## src/rtl/and2_share_pkg.sv

```systemverilog
// Shared definitions for the AND2 time-sharing arbiter: state encoding and parameter legality.
package and2_share_pkg;

   localparam logic [1:0] ST_IDLE = 2'd0;
   localparam logic [1:0] ST_EVAL = 2'd1;
   localparam logic [1:0] ST_DONE = 2'd2;

   typedef enum logic [1:0] {
      StIdle = ST_IDLE,
      StEval = ST_EVAL,
      StDone = ST_DONE
   } state_e;

   function automatic bit params_legal(input int unsigned n, input int unsigned settle_cyc);
      return (n >= 2) && (n <= 16) && (settle_cyc >= 1);
   endfunction

endpackage

```

## src/rtl/rr_pick.sv

```systemverilog
// Combinational round-robin picker: first set request searching upward from ptr+1, modulo N.
module rr_pick #(
   parameter int unsigned N  = 4,
   parameter int unsigned PW = 2
) (
   input  logic [N-1:0]  req_i,
   input  logic [PW-1:0] ptr_i,
   output logic [N-1:0]  gnt_o,
   output logic [PW-1:0] idx_o,
   output logic          valid_o
);

   int          cand;
   logic [PW-1:0] cidx;

   always_comb begin
      gnt_o   = '0;
      idx_o   = '0;
      valid_o = 1'b0;
      cand    = 0;
      cidx    = '0;
      for (int i = 1; i <= int'(N); i++) begin
         cand = (int'(ptr_i) + i) % int'(N);
         cidx = PW'(cand);
         if (!valid_o && req_i[cidx]) begin
            valid_o     = 1'b1;
            idx_o       = cidx;
            gnt_o[cidx] = 1'b1;
         end
      end
   end

endmodule

```

## src/rtl/and2_share_arbiter.sv

```systemverilog
// Round-robin arbiter time-sharing one external AND2 gate among N requesters.
module and2_share_arbiter
   import and2_share_pkg::*;
#(
   parameter int unsigned N          = 4,
   parameter int unsigned SETTLE_CYC = 1
) (
   input  logic         CLK,
   input  logic         RESET,
   input  logic [N-1:0] REQ,
   input  logic [N-1:0] A,
   input  logic [N-1:0] B,
   output logic [N-1:0] GNT,
   output logic [N-1:0] ACK,
   output logic         RES,
   output logic         BUSY,
   output logic         AND_I0,
   output logic         AND_I1,
   input  logic         AND_O
);

   localparam int unsigned PW = $clog2(N);
   localparam int unsigned CW = $clog2(SETTLE_CYC + 1);

   if (!params_legal(N, SETTLE_CYC)) begin : g_param_check
      $error("and2_share_arbiter: illegal N or SETTLE_CYC");
   end

   state_e        state_q;
   logic [N-1:0]  gnt_q, ack_q;
   logic          res_q, i0_q, i1_q;
   logic [PW-1:0] ptr_q;
   logic [CW-1:0] cnt_q;

   logic [N-1:0]  pick_gnt;
   logic [PW-1:0] pick_idx;
   logic          pick_valid;

   rr_pick #(
      .N  (N),
      .PW (PW)
   ) u_rr_pick (
      .req_i   (REQ),
      .ptr_i   (ptr_q),
      .gnt_o   (pick_gnt),
      .idx_o   (pick_idx),
      .valid_o (pick_valid)
   );

   always_ff @(posedge CLK or posedge RESET) begin
      if (RESET) begin
         state_q <= StIdle;
         gnt_q   <= '0;
         ack_q   <= '0;
         res_q   <= 1'b0;
         i0_q    <= 1'b0;
         i1_q    <= 1'b0;
         ptr_q   <= PW'(N - 1);
         cnt_q   <= '0;
      end else begin
         unique case (state_q)
            StIdle: begin
               if (pick_valid) begin
                  // Operands are captured here; later changes on A/B/REQ are ignored.
                  gnt_q   <= pick_gnt;
                  i0_q    <= A[pick_idx];
                  i1_q    <= B[pick_idx];
                  ptr_q   <= pick_idx;
                  cnt_q   <= '0;
                  state_q <= StEval;
               end else begin
                  i0_q <= 1'b0;
                  i1_q <= 1'b0;
               end
            end
            StEval: begin
               cnt_q <= cnt_q + 1'b1;
               if (cnt_q == CW'(SETTLE_CYC - 1)) begin
                  res_q   <= AND_O;
                  ack_q   <= gnt_q;
                  state_q <= StDone;
               end
            end
            StDone: begin
               ack_q   <= '0;
               gnt_q   <= '0;
               i0_q    <= 1'b0;
               i1_q    <= 1'b0;
               state_q <= StIdle;
            end
            default: state_q <= StIdle;
         endcase
      end
   end

   assign GNT    = gnt_q;
   assign ACK    = ack_q;
   assign RES    = res_q;
   assign BUSY   = (state_q != StIdle);
   assign AND_I0 = i0_q;
   assign AND_I1 = i1_q;

endmodule

```

## config.mk

```make
export PLATFORM = sky130hd
export DESIGN_NAME = and2_share_arbiter
export DESIGN_NICKNAME = d
export VERILOG_FILES = /design/src/rtl/and2_share_pkg.sv /design/src/rtl/rr_pick.sv /design/src/rtl/and2_share_arbiter.sv
export SDC_FILE = /design/constraint.sdc
export NUM_CORES = 1
export LEC_CHECK = 0
export CAP_MARGIN = 25
export CORE_MARGIN = 10
export CORE_UTILIZATION = 30
export CTS_CLUSTER_DIAMETER = 50
export CTS_CLUSTER_SIZE = 10
export DETAILED_ROUTE_END_ITERATION = 10
export DONT_BUFFER_PORTS = 1
export GPL_TIMING_DRIVEN = 0
export SYNTH_ARGS = -nofsm -noshare
export SYNTH_HDL_FRONTEND = slang
export SYNTH_SLANG_ARGS = --single-unit
```

## constraint.sdc

```tcl
create_clock -name CLK -period 5 [get_ports CLK]
set_input_delay 0.25 -clock CLK [delete_from_list [all_inputs] [get_ports CLK]]
set_output_delay 0.25 -clock CLK [all_outputs]
set_load 0.01 [all_outputs]
```

==> results, run 1 <==
- The number of antenna violations at the first check in global routing is 0.
- Headroom to the max-slew limit came out at 0.602.
- The largest net degree at the start of global routing is 17.
- For this run, design rule violations remaining after detail routing come to 0.
- Input and output buffers added on the ports amount to 0.
- The cell sitting at the root of the clock tree is a sky130_fd_sc_hd__clkbuf_8.
- The buffer count from post-CTS setup fixing is 0.
- The number of violations reported at the end of detailed-routing iteration 0 is 50.
- The worst setup path is captured at a register.
- The share of flip-flops with an asynchronous set or reset after synthesis is 1.00.
- Dividing the final minimum period by the clock period gives 0.602.
- Of all cell types, the one taking the most synthesized area is sky130_fd_sc_hd__dfrtp_1.
- The clock buffer count from CTS is 3.
- For this design the top-level I/O count stands at 27.
- Internal power comes to 0.000500 W.
- In this run the worst hold path is classified as in2reg.
- The number of resized instances in the post-cts repair step is 0.
- The core box area is 3660 sq um.
- Data on the critical path arrives at its endpoint at 3.13 ns.
- Of the total power, the share spent switching nets is 0.457.
- The final layout contains routed wiring with a total length of 2.58 mm.
- The data required time at the worst endpoint is 5.12 ns.
- The filler cells instantiated in the layout total 388.
- The clock reaches the later pin of the worst-skew pair after 0.25 ns.
- The maximum vdd ir drop is 291 uV.
- Counting every sink on the clock net gives 16.
- The detail route stage leaves a number of antenna-violating nets equal to 0.
- The first global-routing pass estimated 4.28 mm of wire.
- The number of cells produced by synthesis is 121.
- Max-cap violations in this run came to 0.
- Counting every net in the synthesized netlist gives 144.
- The final critical delay including setup and external delays is 3.01 ns.
- After synthesis, the cell types taking the most area are sky130_fd_sc_hd__dfrtp_1 31%, sky130_fd_sc_hd__ha_1 8.8%, sky130_fd_sc_hd__mux4_2 7.9%, sky130_fd_sc_hd__nand2_1 5.9%, sky130_fd_sc_hd__mux2i_1 5.3%.
- The average instance in the mapped netlist occupies 9.45 sq um.
- The share of the synthesized area in the top cell type is 0.306.
- Synthesis inferred 16 register bits.
- The via total after detailed routing is 927.
- The logic gate share of total power is 0.582.
- The worst setup path category is reg2reg.
- In the final layout, the share of cells above drive strength 1 is 0.135.
- The H-tree depth is 1.
- The maximum operating frequency is 332 MHz.
- After floorplanning, the core was divided into 22 placement rows.
- The number of hold violations in the final report is 0.
- The die covers 6680 sq um.
- The weighted congestion at the end of routability-driven global placement is 0.782.
- Setup repair after global routing left no endpoint under its margin.
- The CTS clock-pin slew for the worst setup and hold paths is 0.06 ns.
- The die is 81.7 um wide.
- The area added between synthesis and finish is 10.9%.
- The final sum of negative setup slack is 0 ns.
- The sum of overflow across all layers after global routing is 0.
- The TritonCTS clock tree is built.
- sky130_fd_sc_hd__nand2_1 is the most common cell in the netlist.
- For this configuration, the core starts out at a cell density of 0.312.
- For this run, the leading register cell type out of synthesis is sky130_fd_sc_hd__dfrtp_1.
- For this run, the post-layout net count is 150.
- Of the synthesized area, sequential elements account for 0.352.
- The area of the mapped netlist is 1140 sq um.
- In this run the vertical extent of the chip is 81.7 um.
- Once detailed placement completed, the half-perimeter wirelength came to 2.09 mm.
- By count the netlist is led by 18 x sky130_fd_sc_hd__nand2_1, 14 x sky130_fd_sc_hd__dfrtp_1, 10 x sky130_fd_sc_hd__o21ai_0.
- Setup violations remaining at the end of the flow were counted as 0.
- The first detailed-routing pass took 4 iterations.
- The number of global-route vias before repair is 965.
- The number of enable-type register cells in the synthesized netlist is 0.
- Once layout is complete, the utilization of the core stands at 0.347.
- Using the TritonRoute via totals, the vias-per-cell ratio works out to 5.33.
- The final number of max-transition violations is 0.
- Counting along the longest clock path gives a buffer depth of 2.
- 0 antenna diodes ended up in the layout.
- In this run the worst path has a maximum fanout of 10.
- Of the total power, registers draw 0.298.
- The number of synthesis warnings is 0.
- After detailed routing, the average wire length per cell comes to 14.8 um.
- For this run, the total global-route usage over all layers was measured as 0.0772.
- The run finished with clean final reports.
- The netlist uses 32 different library cells.
- The clock skew after layout is 0.00134 ns.
- At the pin with the least slew margin, the transition time is 0.590 ns.
- The reported net switching power is 0.000421 W.
- The share of total power dissipated in the clock network is 0.120.
- The element type at the critical path start is a register.
- For this design the ratio of total power to cell area is 726 nW/um^2.
- For this design the static power due to leakage is 0.557 nW.
## final cells by class
class                   instances  area, sq um  share of cell area
plain buffers                   4         23.8              0.0187
clock buffers                   4         55.1              0.0434
inverters                       7         26.3              0.0207
multi-input cells              94          691               0.544
flip-flops and latches         16          403               0.318
well taps                      48         60.1              0.0473
repair buffers                  1         10.0             0.00789
## metrics by stage
step | std cells | power, W | hold slack (ns) | cell area, sq um | setup slack, ns
final | 174 | 0.000922 | 0.121 | 1270 | 1.99
after global routing | 174 | 0.00101 | 0.120 | 1270 | 1.79
after CTS | 174 | 0.000931 | 0.117 | 1270 | 2.00
after detailed placement | 169 | 0.000816 | 0.230 | 1200 | 2.01
after global placement | 169 | 0.000795 | 0.226 | 1200 | 2.08
after floorplan | 121 | 0.000703 | 0.162 | 1140 | 2.32
## worst max-delay path, stage by stage, from the launching register on
cell                       delay, ns
sky130_fd_sc_hd__dfstp_2        0.63
sky130_fd_sc_hd__buf_6          0.18
sky130_fd_sc_hd__inv_1          0.14
sky130_fd_sc_hd__ha_1           0.42
sky130_fd_sc_hd__mux4_2         0.30
sky130_fd_sc_hd__nor2b_1        0.43
sky130_fd_sc_hd__o21ai_1        0.12
sky130_fd_sc_hd__o21ai_0        0.25
sky130_fd_sc_hd__mux2i_1        0.28
sky130_fd_sc_hd__o221ai_2       0.12
## cells by family (layout without fill, tap and decap cells)
group / count (synthesis) / count (layout) / synth area share
AO/OA/AOI/OAI: 30 / 30 / 0.183
XOR/XNOR: 1 / 1 / 0.00766
adder cells (fa/ha/maj): 8 / 8 / 0.0875
buffers and inverters: 11 / 16 / 0.0438
flip-flops: 16 / 16 / 0.352
multiplexers: 11 / 11 / 0.141
AND/OR/NAND/NOR: 44 / 44 / 0.185
## power groups by stage
stage / sequential (W) / clock, W / combinational (W)
floorplan: 0.000257 / 0 / 0.000447
global placement: 0.000278 / 0 / 0.000518
detailed placement: 0.000280 / 0 / 0.000537
CTS: 0.000278 / 0.000115 / 0.000538
global route: 0.000286 / 0.000119 / 0.000604
finish: 0.000274 / 0.000111 / 0.000536
## registers in the layout (all words and copies together) (netlist names)
signal,count
state_q,2
AND_I1,1
RES,1
AND_I0,1
GNT,4
cnt_q,1
ACK,4
ptr_q,2
## worst paths after layout
check                                      from                    to  slack [ns]  cells after the start
setup reg to reg           ptr_q[0]$_DFFE_PP1P_    AND_I1$_DFFE_PP0P_        1.99                      9
hold / removal                            AND_O       RES$_DFFE_PP0P_        0.12                      2
min in group asynchronous                 RESET    ACK[0]$_DFFE_PP0P_        0.50                      2
max in group asynchronous                 RESET  ptr_q[0]$_DFFE_PP1P_        4.13                      2
setup / recovery           ptr_q[0]$_DFFE_PP1P_    AND_I1$_DFFE_PP0P_        1.99                      9
hold reg to reg               cnt_q$_DFFE_PP0P_     cnt_q$_DFFE_PP0P_        0.54                      2
## timing repair
action,in CTS,in global routing
hold endpoints to repair,14,0
endpoints found under the setup margin,0,0
hold buffers,1,0
## cell usage in the layout (no fill, tap or decap), drive strengths merged, types with 2 or more instances in the layout
cell type,count
a21oi,2
a221o,2
a221oi,4
a22oi,4
buf,2
clkbuf,6
dfrtp,14
dfstp,2
ha,8
inv,7
mux2i,6
mux4,4
nand2,18
nand2b,4
nand3,8
nor2,8
nor2b,2
o21ai,12
o221ai,2
## layer usage
metal	vias to the layer above	GRT usage	wire length [um]
li1	447	-	-
met1	449	0.0877	1080
met2	27	0.126	1170
met3	4	0.0349	308
met4	0	0.0255	26
met5	-	0	0
Note: power is estimated with default switching activity, not from simulation.
==> run 2, diff against run 1 <==
--- a/config.mk
+++ b/config.mk
@@ -5,6 +5,7 @@
 export SDC_FILE = /design/constraint.sdc
 export NUM_CORES = 1
 export LEC_CHECK = 0
+export ABC_AREA = 1
 export CAP_MARGIN = 25
 export CORE_MARGIN = 10
 export CORE_UTILIZATION = 30
==> constraint.sdc (replaced) <==
create_clock -name CLK -period 2.7 [get_ports CLK]
set_input_delay 0.135 -clock CLK [delete_from_list [all_inputs] [get_ports CLK]]
set_output_delay 0.135 -clock CLK [all_outputs]
set_load 0.01 [all_outputs]
==> run 2 against run 1 <==
  * Register-to-register slack got worse by 1.7 ns
  * Wire length down 1.0%
  * Count of clock-buffer cells in the layout unchanged
  * Via count increased by 5.9%
  * Synthesized area is 4.4% higher
  * Sequential power up 73%
  * Total power increased by 130%
  * Worst setup slack worse by 1.7 ns
  * Critical endpoint unchanged
  * Critical path depth increased by 3
  * Core utilization rose by 0.84 points
  * Global-route usage decreased by 0.36 points
  * Clock power up 89%
==> results, run 2 <==
- The worst setup path is captured at a register.
- The detailed router placed 982 vias in this run.
- The die outline area is 6900 sq um.
- The kind of path behind the tightest hold check is in2reg.
- The maximum buffer depth of the clock tree is 2.
- The first global-routing pass estimated 4.36 mm of wire.
- The utilization after layout is 0.355.
- The count of input and output buffers is 0.
- In the layout the commonest cells are 42 x sky130_fd_sc_hd__nand2_1, 28 x sky130_fd_sc_hd__nand3_1, 15 x sky130_fd_sc_hd__inv_1, 14 x sky130_fd_sc_hd__dfrtp_1, 8 x sky130_fd_sc_hd__ha_1.
- Summed over all layers, the global routing overflow is 0.
- After legalization and detailed placement, the total HPWL measured 2.08 mm.
- The weighted congestion at the end of routability-driven global placement is 0.765.
- The number of violations reported at the end of detailed-routing iteration 0 is 40.
- The row count is 22.
- The final critical delay including setup and external delays is 2.40 ns.
- The effective utilization at floorplan is 0.319.
- The CTS clock-pin slew for the worst setup and hold paths is 0.06 ns.
- The data required time at the worst endpoint is 2.84 ns.
- The final antenna diode count is 0.
- The share of synthesized area in the top cell type comes to 0.294.
- Data on the critical path arrives at its endpoint at 2.54 ns.
- The placement-stage worst setup slack is 0.284 ns.
- For this run, the total global-route usage over all layers was measured as 0.0736.
- The minimum setup slack in the final design is 0.300 ns.
- The count of cell types in the netlist is 24.
- Clock latency on the worst-skew pair, taken at its later pin, is 0.25 ns.
- The number of enable-type register cells in the synthesized netlist is 0.
- Sorting the synthesized cells by area gives the leading types as sky130_fd_sc_hd__dfrtp_1 29%, sky130_fd_sc_hd__nand2_1 13%, sky130_fd_sc_hd__nand3_1 12%, sky130_fd_sc_hd__ha_1 8.4%, sky130_fd_sc_hd__inv_1 4.7%.
- The clock buffer count from CTS is 3.
- The H-tree depth is 1.
- The number of design rule violations left after detail routing is 0.
- In this run the horizontal extent of the chip is 83.1 um.
- The core region is 3740 sq um.
- The headroom to the max-slew limit is 0.607.
- The first detailed-routing pass ran for 4 iterations.
- Setup repair after global routing left no endpoint under its margin.
- The number of cells produced by synthesis is 155.
- The final cycle utilization of the critical path is 0.889.
- By count the netlist is led by 42 x sky130_fd_sc_hd__nand2_1, 28 x sky130_fd_sc_hd__nand3_1, 15 x sky130_fd_sc_hd__inv_1.
- In the final routed layout, each cell accounts on average for 12.2 um.
- The average instance area after synthesis is 7.70 sq um.
- Of all nets on the critical path, the largest fanout is 9.
- The worst setup path is of the reg2reg kind.
- Entering global routing, the biggest net connects 17 pins.
- The number of violations of the max-capacitance limit is 0.
- The sink count of the clock tree is 16.
- The dominant cell by count in the synthesized netlist is sky130_fd_sc_hd__nand2_1.
- For the pin with the worst max-slew slack, the measured transition is 0.589 ns.
- The via density per instance is 4.70.
- The most used flip-flop cell after synthesis is sky130_fd_sc_hd__dfrtp_1.
- The worst setup path is launched from a register.
- After layout, the design draws a total of 0.00208 W.
- The tree is rooted in a sky130_fd_sc_hd__clkbuf_8.
- The area of the mapped netlist is 1190 sq um.
- Once layout is complete, the cells apart from fillers number 209.
- The net count of the finished layout is 185.
- The area added between synthesis and finish is 11.3%.
- The count of nets left with antenna violations once routing finished came out at 0.
- For this design the ratio of total power to cell area is 1570 nW/um^2.
- The maximum operating frequency is 417 MHz.
- Leaving out fill and tap cells, the most frequent cell in the layout is sky130_fd_sc_hd__nand2_1.
- From bottom edge to top edge, the die measures 83.1 um.
- TritonCTS built the clock tree.
- 27 I/O pins were placed.
- The number of hold violations in the final report is 0.
- The number of global-route vias before repair came to 939.
- The number of cells in the design after placement is 203.
- The final number of max-transition violations is 0.
- The clock skew after layout is 0.000748 ns.
- The synthesized design contains 16 register bits.
- The final count of negative-setup-slack endpoints is 0.
- The run finished with clean final reports.
- The cell taking the most area after synthesis is sky130_fd_sc_hd__dfrtp_1.
- The share of flip-flops with an asynchronous set or reset after synthesis is 1.00.
- The cell leakage power is 0.665 nW.
- The share of post-route cells with drive strength above 1 is 0.205.
- The final sum of negative setup slack is 0 ns.
- The post-detailed-routing wire length is 2.56 mm.
- The number of antenna violations at the first check in global routing was 0.
- IR analysis of the VDD net gives a maximum drop of 621 uV.
- The share of synthesized area occupied by flip-flops and latches is 0.338.
- The number of synthesis warnings is 0.
- The total nets after synthesis is 178.
## run 2: final cells by class
type / count / area (sq um)
Fill cell: 414 / 2410
Multi-Input combinational cell: 118 / 696
Sequential cell: 16 / 403
Inverter: 19 / 76.3
Tap cell: 48 / 60.1
Clock buffer: 4 / 55.1
Timing Repair Buffer: 2 / 20.0
Buffer: 2 / 18.8
## run 2: repair_timing
action | in CTS | in global routing
hold endpoints to repair | 15 | 0
endpoints found under the setup margin | 0 | 0
setup buffers | 0 | 0
resized for setup | 0 | 0
hold buffers | 2 | 0
## run 2: critical path, cell delays in order (launching register included)
cell                      delay (ns)
sky130_fd_sc_hd__dfstp_2        0.63
sky130_fd_sc_hd__inv_1          0.17
sky130_fd_sc_hd__ha_1           0.38
sky130_fd_sc_hd__inv_1          0.11
sky130_fd_sc_hd__nand3_1        0.08
sky130_fd_sc_hd__nand2_1        0.15
sky130_fd_sc_hd__inv_1          0.12
sky130_fd_sc_hd__nand2_1        0.08
sky130_fd_sc_hd__nand3_1        0.11
sky130_fd_sc_hd__a21oi_2        0.21
sky130_fd_sc_hd__nand3_1        0.10
sky130_fd_sc_hd__nand3_1        0.10
sky130_fd_sc_hd__nand2_1        0.05
## run 2: cell families after synthesis
group	count (synthesis)	synth area share
flip-flops	16	0.338
buffers and inverters	21	0.0797
AO/OA/AOI/OAI	17	0.0849
AND/OR/NAND/NOR	93	0.414
adder cells (fa/ha/maj)	8	0.0839
## run 2: routing by layer
layer | track usage | vias up | part of all wire
met5 | 0 | - | 0
met4 | 0.0138 | 0 | 0.0027
met2 | 0.109 | 23 | 0.42
met1 | 0.0906 | 440 | 0.48
met3 | 0.0420 | 3 | 0.093
li1 | - | 516 | -
## run 2: power by group
group,internal (W),total [W],switching (W)
Combinational,0.000481,0.00140,0.000919
Sequential,0.000357,0.000473,0.000116
Clock,0.000129,0.000210,0.0000807
Total,0.000967,0.00208,0.00112
## run 2: stage by stage
step / instance area (sq um) / hold slack [ns]
2_1_floorplan: 1190 / 0.0473
3_3_place_gp: 1250 / 0.114
3_5_place_dp: 1250 / 0.115
4_1_cts: 1330 / 0.141
5_1_grt: 1330 / 0.181
6_report: 1330 / 0.143
## run 2: path summary, 6_finish.rpt
| kind | start | endpoint | slack [ns] | cells past startpoint |
|---|---|---|---|---|
| max | ptr_q[1]$_DFFE_PP1P_ | AND_I1$_DFFE_PP0P_ | 0.30 | 12 |
| min | B[2] | AND_I1$_DFFE_PP0P_ | 0.14 | 4 |
| max reg2reg | ptr_q[1]$_DFFE_PP1P_ | AND_I1$_DFFE_PP0P_ | 0.30 | 12 |
| min reg2reg | cnt_q$_DFFE_PP0P_ | state_q[1]$_DFFE_PP0P_ | 0.48 | 1 |
| max in group asynchronous | RESET | ACK[1]$_DFFE_PP0P_ | 1.93 | 2 |
| min in group asynchronous | RESET | AND_I0$_DFFE_PP0P_ | 0.39 | 2 |
